===== config.mk =====
export PLATFORM = sky130hd
export DESIGN_NAME = ifetch_prefetch
export DESIGN_NICKNAME = d
export VERILOG_FILES = /design/src/rtl/ifetch_prefetch.sv
export SDC_FILE = /design/constraint.sdc
export NUM_CORES = 1
export LEC_CHECK = 0
export BUFFER_PORTS_ARGS = -buffer_cell sky130_fd_sc_hd__buf_2
export CAP_MARGIN = 20
export CORE_MARGIN = 1
export CORE_UTILIZATION = 45
export DETAILED_ROUTE_END_ITERATION = 10
export MAX_ROUTING_LAYER = met4
export SLEW_MARGIN = 10
export SYNTH_ARGS = -nofsm -noshare
export SYNTH_HDL_FRONTEND = slang
export SYNTH_SLANG_ARGS = --single-unit

===== constraint.sdc =====
create_clock -name clk1 -period 11.6 [get_ports clk1]
set_input_delay 1.16 -clock clk1 [delete_from_list [all_inputs] [get_ports clk1]]
set_output_delay 1.16 -clock clk1 [all_outputs]
set_load 0.1 [all_outputs]

===== src/rtl/ifetch_prefetch.sv =====
// Instruction-fetch stage with a prefetch FIFO in front of decode.
// Owns the word-addressed fetch PC, keeps up to MAX_OUTSTANDING requests in
// flight to an in-order instruction memory, and buffers returning words.
// A redirect empties the FIFO and marks every in-flight response as stale.
//
// state    | meaning
// ---------+---------------------------------------------------------------
// ST_BOOT  | first cycle out of reset, no request issued
// ST_RUN   | normal fetch, requests issued while credit and space allow
// ST_FLUSH | redirect taken, dropping stale responses until discard_cnt = 0
module ifetch_prefetch #(
    parameter int                    ADDR_WIDTH      = 32,
    parameter int                    DEPTH           = 4,
    parameter int                    MAX_OUTSTANDING = 2,
    parameter logic [ADDR_WIDTH-1:0] RESET_PC        = '0
) (
    input  logic                  clk1,
    input  logic                  reset1,
    output logic                  imem_req_valid,
    input  logic                  imem_req_ready,
    output logic [ADDR_WIDTH-1:0] imem_req_addr,
    input  logic                  imem_rsp_valid,
    input  logic [31:0]           imem_rsp_data,
    input  logic                  redirect_valid,
    input  logic [ADDR_WIDTH-1:0] redirect_pc,
    output logic                  instr_valid,
    input  logic                  instr_ready,
    output logic [31:0]           instr_data,
    output logic [ADDR_WIDTH-1:0] instr_pc
);

    localparam int CW = $clog2(MAX_OUTSTANDING + 1);
    localparam int NW = $clog2(DEPTH + 1);
    localparam int PW = $clog2(DEPTH);
    localparam int SW = NW + 1;

    localparam logic [CW-1:0]         MAX_OS       = CW'(MAX_OUTSTANDING);
    localparam logic [CW-1:0]         DISCARD_LAST = CW'(1);
    localparam logic [SW-1:0]         DEPTH_S      = SW'(DEPTH);
    localparam logic [ADDR_WIDTH-1:0] PC_STEP      = ADDR_WIDTH'(1);

    typedef enum logic [1:0] {
        ST_BOOT,
        ST_RUN,
        ST_FLUSH
    } state_t;

    state_t                  state;
    logic [ADDR_WIDTH-1:0]   fetch_pc;
    logic [ADDR_WIDTH-1:0]   rsp_pc;
    logic [CW-1:0]           outstanding;
    logic [CW-1:0]           discard_cnt;
    logic [NW-1:0]           count;
    logic [PW-1:0]           rd_ptr;
    logic [PW-1:0]           wr_ptr;
    logic [31:0]             fifo_instr [DEPTH];
    logic [ADDR_WIDTH-1:0]   fifo_pc    [DEPTH];

    logic                    req_fire;
    logic                    drop_rsp;
    logic                    push;
    logic                    pop;
    logic [SW-1:0]           occupancy;
    logic [CW-1:0]           redirect_discard;
    logic [CW-1:0]           outstanding_next;

    // Space is reserved for every in-flight response, so a push can never
    // find the FIFO full.
    assign occupancy        = SW'(count) + SW'(outstanding);
    assign imem_req_valid   = (state == ST_RUN) && !redirect_valid &&
                              (outstanding < MAX_OS) && (occupancy < DEPTH_S);
    assign imem_req_addr    = fetch_pc;

    assign req_fire         = imem_req_valid && imem_req_ready;
    assign drop_rsp         = imem_rsp_valid && (redirect_valid || (discard_cnt != '0));
    assign push             = imem_rsp_valid && !drop_rsp;
    assign pop              = instr_valid && instr_ready && !redirect_valid;

    assign outstanding_next = outstanding + CW'(req_fire) - CW'(imem_rsp_valid);
    assign redirect_discard = outstanding - CW'(imem_rsp_valid);

    assign instr_valid      = (count != '0);
    assign instr_data       = fifo_instr[rd_ptr];
    assign instr_pc         = fifo_pc[rd_ptr];

    // Fetch control: state, fetch/response PCs and the in-flight counters.
    always_ff @(posedge clk1 or posedge reset1) begin
        if (reset1) begin
            state       <= ST_BOOT;
            fetch_pc    <= RESET_PC;
            rsp_pc      <= RESET_PC;
            outstanding <= '0;
            discard_cnt <= '0;
        end else begin
            outstanding <= outstanding_next;
            if (redirect_valid) begin
                fetch_pc    <= redirect_pc;
                rsp_pc      <= redirect_pc;
                discard_cnt <= redirect_discard;
                state       <= (redirect_discard != '0) ? ST_FLUSH : ST_RUN;
            end else begin
                if (req_fire) begin
                    fetch_pc <= fetch_pc + PC_STEP;
                end
                if (push) begin
                    rsp_pc <= rsp_pc + PC_STEP;
                end
                if (drop_rsp) begin
                    discard_cnt <= discard_cnt - DISCARD_LAST;
                end
                case (state)
                    ST_BOOT:  state <= ST_RUN;
                    ST_RUN:   state <= ST_RUN;
                    ST_FLUSH: begin
                        if ((discard_cnt == '0) || (drop_rsp && (discard_cnt == DISCARD_LAST))) begin
                            state <= ST_RUN;
                        end
                    end
                    default:  state <= ST_BOOT;
                endcase
            end
        end
    end

    // Prefetch FIFO: storage is cleared on reset so the head reads zero.
    always_ff @(posedge clk1 or posedge reset1) begin
        if (reset1) begin
            rd_ptr <= '0;
            wr_ptr <= '0;
            count  <= '0;
            for (int i = 0; i < DEPTH; i++) begin
                fifo_instr[i] <= '0;
                fifo_pc[i]    <= '0;
            end
        end else if (redirect_valid) begin
            rd_ptr <= '0;
            wr_ptr <= '0;
            count  <= '0;
        end else begin
            if (push) begin
                fifo_instr[wr_ptr] <= imem_rsp_data;
                fifo_pc[wr_ptr]    <= rsp_pc;
                wr_ptr             <= wr_ptr + PW'(1);
            end
            if (pop) begin
                rd_ptr <= rd_ptr + PW'(1);
            end
            case ({push, pop})
                2'b10:   count <= count + NW'(1);
                2'b01:   count <= count - NW'(1);
                default: count <= count;
            endcase
        end
    end

endmodule

# Yosys cells after proc, flatten, opt, wreduce, memory -nomap -nowiden
# Cells that the tools add are included.
# totals
regBits	333
# classes
addsub	11
order_cmp	5
eq_ne	6
mux	26
bitwise_logic	3
reduce_logical	26
# op_table
operator	count
32-bit two-way mux	9
128-bit bitwise mux	2
32-bit binary-select mux with 2-bit select	2
32-bit by 1-bit adder with 32-bit output (second input constant)	2
32-bit demux with 2-bit select	1
2-bit two-way mux	9
2-bit nonzero test	6
1-bit logical AND	10
2-bit by 1-bit == test with 1-bit output (second input constant)	3
3-bit >= comparator (second input constant)	2
2-bit NOT with 3-bit output	2
3-bit one-hot mux with 2 select lines	1
3-bit nonzero test	2
2-bit by 1-bit adder with 2-bit output (second input constant)	2
3-bit by 2-bit adder with 4-bit output	1
2-bit == test (second input constant)	2
2-bit logical NOT	2
4-bit by 3-bit < comparator with 1-bit output (second input constant)	1
2-bit one-hot mux with 2 select lines	1
2-bit by 1-bit subtractor with 2-bit output	2
3-bit by 1-bit adder with 3-bit output (second input constant)	1
3-bit by 1-bit < comparator with 1-bit output (second input constant)	1
3-bit two-way mux	1
3-bit inequality test (second input constant)	1
9 further kinds	11

# Longest topological paths before layout
# logic_depth
depth_word	8
mapped_depth	11
depth_no_buf	10

# Worst setup path before layout
# OpenSTA, ideal clock, no wires.
# synth_timing
path_kind	input -> output
from	in redirect_valid
to	out imem_req_valid
arrival_ps	2234
slack_ps	8206
cell_stages	2
n_path_buf	0
cell_sequence	nor4b_2 -> and3_1
# synth_via
elab_chain_cells	4
# synth_rtl
element	line	rtl
start: declaration	24	input logic redirect_valid,
1-bit logical NOT	70	assign imem_req_valid = (state == ST_RUN) && !redirect_valid &&
1-bit logical AND (2 in a row)	70	
1-bit logical AND	71	(outstanding < MAX_OS) && (occupancy < DEPTH_S);
end: declaration	19	output logic imem_req_valid,
# No other way between the ends.

# Final worst setup path
# layout_timing
from	reg rd_ptr[0]
to	out instr_data[1]
# layout_via
elab_chain_cells	4
# layout_rtl
element	line	rtl
start: declaration	54	logic [PW-1:0] rd_ptr;
start signal: assignment	146	rd_ptr <= rd_ptr + PW'(1);
2-bit NOT with 3-bit output (implied by the code)	83	assign instr_data = fifo_instr[rd_ptr];
32-bit binary-select mux with 2-bit select	83	
32-bit two-way mux (implied by the code) (2 in a row)	83	
end: declaration	28	output logic [31:0] instr_data,
# No other way between the ends. The select of a mux whose other input is x is not followed.

==> out/qor.txt <==
outcome -> finished clean
Final #Nets -> 1,363
Pleak -> 0.00836 uW
Final Hold Viols -> 0
Worst-path clk slew -> 0.06 ns
min Tclk post-route -> 4.23 ns
layout cell share with drive strength beyond 1 -> 44.3%
root buffer cell -> clkbuf_16
post-route ant nets -> 0
Synth top area share -> 53.6%
I/O pin count -> 168
htree depth -> 2
part of the power in combinational logic -> 45.5%
Yosys top cell by area -> dfrtp_1
register area share after synthesis -> 53.6%
Netlist cell types -> 55
first-pass GRT wire length -> 56.9 mm
worst slew slack as a fraction of its limit -> 26.1%
RSZ-0062 raised after global routing -> false
Cell Count, Final, Fillers Out -> 1,752
worst path required time -> 10.44 ns
Post-Syn Nets -> 1,219
Slew Viols, Final -> 0
clock share of power -> 22.5%
Die ar. -> 0.0353 mm2
Max clock buf depth -> 3
delay of the slowest critical-path stage -> 0.90 ns
Mapped Cells -> 1,136
largest net degree at the start of global routing -> 123
number of max-cap violations -> 0
CP endpoint kind -> output pin
antenna cell count -> 0
Avg WL per Cell -> 20.2 um
vias in the first global route -> 10,100
TritonCTS Buffers -> 38
Final period util -> 36.4%
Area contributors post-synth -> dfrtp_1 54%, mux2_2 18%, mux4_2 9.3%
CTS tree -> built
critical path's slowest cell -> dfrtp_4
Crit path max-delay family -> buffers and inverters
Post-synth top cells -> 333 x dfrtp_1, 255 x mux2_2, 81 x nand2_1
crit-path cells -> buf_4, mux4_2, buf_2
Sequential Power Share -> 32.0%
Post-synth EDFFs -> 0
DR vias/cell -> 5.66
Highest Clock Rate -> 237 MHz
setup TNS -> 0 ns
# clock sinks -> 333
overall routed net length -> 35.4 mm
cts repair resizes -> 0
CP max FO -> 34
remaining global-route overflow -> 0
total power -> 5300 uW
sw power -> 2450 uW
CTS Hold Bufs -> 0
DIE HEIGHT -> 188 um
Yosys reg bits -> 333
Placer Congestion -> 0.861
final core area utilization -> 53.4%
internal power -> 2850 uW
vias after detailed routing -> 9,919
worst path arrival time -> 3.07 ns
sw frac -> 46.2%
WS Path Type -> reg -> out
critical path depth in cells -> 3
Worst VDD drop -> 218 uV
worst r2r path cells -> 9
GRT Total Usage -> 21.0%
CP startpoint kind -> flop
DRT iter0 DRCs -> 550
most frequent cell after synthesis -> dfrtp_1
Final Skew -> 0.0115 ns
chip width -> 188 um
asr flop ratio synth -> 100%
worst min path class -> reg -> reg
# Post-CTS Setup Buffers -> 0
Final HPWL DP -> 22.2 mm
slew of the pin with the lowest slew margin -> 1.11 ns
Initial Util -> 46.0%
post-synthesis cell area -> 0.0155 mm2
antenna violations before repair -> 1
DRC -> 0
final setup fails -> 0
Top FF cell, synth -> dfrtp_1
clk_lat worst skew -> 0.51 ns
Bufs and invs on worst path -> 2
YS warnings -> 0
hold_ws -> 0.469 ns
Rows -> 67
synthesis-to-layout area growth -> 16.0%
dpl cells -> 1,685
drt pass-1 iters -> 5
Cell Pwr Density -> 294 mW/mm2
Syn Area/Cell -> 13.7 um2
port bufs -> 167
Hold Path Depth -> 1
core area -> 0.0338 mm2
per-stage QoR:
| stage | setup slack, ns | area, um2 |
|---|---|---|
| global route | 7.14 | 18000 |
| floorplan | 1.22 | 15500 |
| CTS | 7.26 | 17900 |
| detailed placement | 7.40 | 16700 |
| global placement | 7.52 | 16700 |
| finish | 7.37 | 18000 |
worst reg2reg max path, delay by kind of cell, from the launching register on:
family        cells  cell delay, ns
xor+xnor          2            0.25
fa+ha+maj         3            0.87
buf+inv           2            0.49
flops             1            0.45
simple gates      2            0.81
final timing paths:
path	startpoint	endpoint	slack, ns
setup / recovery	rd_ptr[0]	instr_data[1]	7.37
hold / removal	state[0]	state[0]	0.47
setup reg to reg	count[1]	outstanding[1]	8.62
hold reg to reg	state[0]	state[0]	0.47
max in group asynchronous	reset1	rd_ptr[0]	8.42
min in group asynchronous	reset1	fifo_instr[124]	0.80
flip-flops by register name, summed over array words and instances, names as in the netlist, 3 cells and up:
signal	count
count	3
fifo_instr	128
fifo_pc	128
imem_req_addr	32
rsp_pc	32
final cells by class:
type                    instances  area, um2
clock buffers                  58       1170
fillers                      2858      15800
repair buffers                177        975
well taps                     448        561
clock inverters                 6       83.8
flip-flops and latches        333       8340
inverters                      15       63.8
multi-input cells             715       6840
cell families after synthesis:
family                   count (synthesis)  synth area share (%)
flip-flops                             333                  53.6
multiplexers                           321                  27.9
AND/OR/NAND/NOR                        238                  8.51
AO/OA/AOI/OAI                          105                  4.16
buffers and inverters                   88                  2.62
XOR/XNOR                                38                  2.14
adder cells (fa/ha/maj)                 13                  1.09
power by group through the flow:
stage                     clock [uW]  sequential [uW]  combinational [uW]
after floorplan                    0             1720                2050
after global placement             0             1710                2400
after detailed placement           0             1720                2430
after CTS                       1220             1700                2430
after global routing            1270             1750                2510
final                           1190             1700                2410
cells in the final DEF, fill, tap and decap left out, types with 10 or more instances in the layout:
master	instances
a21oi_1	10
and3_1	10
buf_2	167
clkbuf_16	41
dfrtp_1	331
ha_1	12
inv_1	12
mux2_2	255
mux4_2	64
nand2_1	77
nand3_1	34
nand4_1	31
nor2_1	31
o211ai_1	19
o21ai_0	50
xnor2_1	20
xor2_1	18
metal layers:
metal  global-route usage (%)  share of wire [%]
met5                        -                  0
met4                     4.19                1.3
met3                     2.94                5.1
met2                     32.0                 46
met1                     30.0                 47
Note: power is estimated with default switching activity, not from simulation.
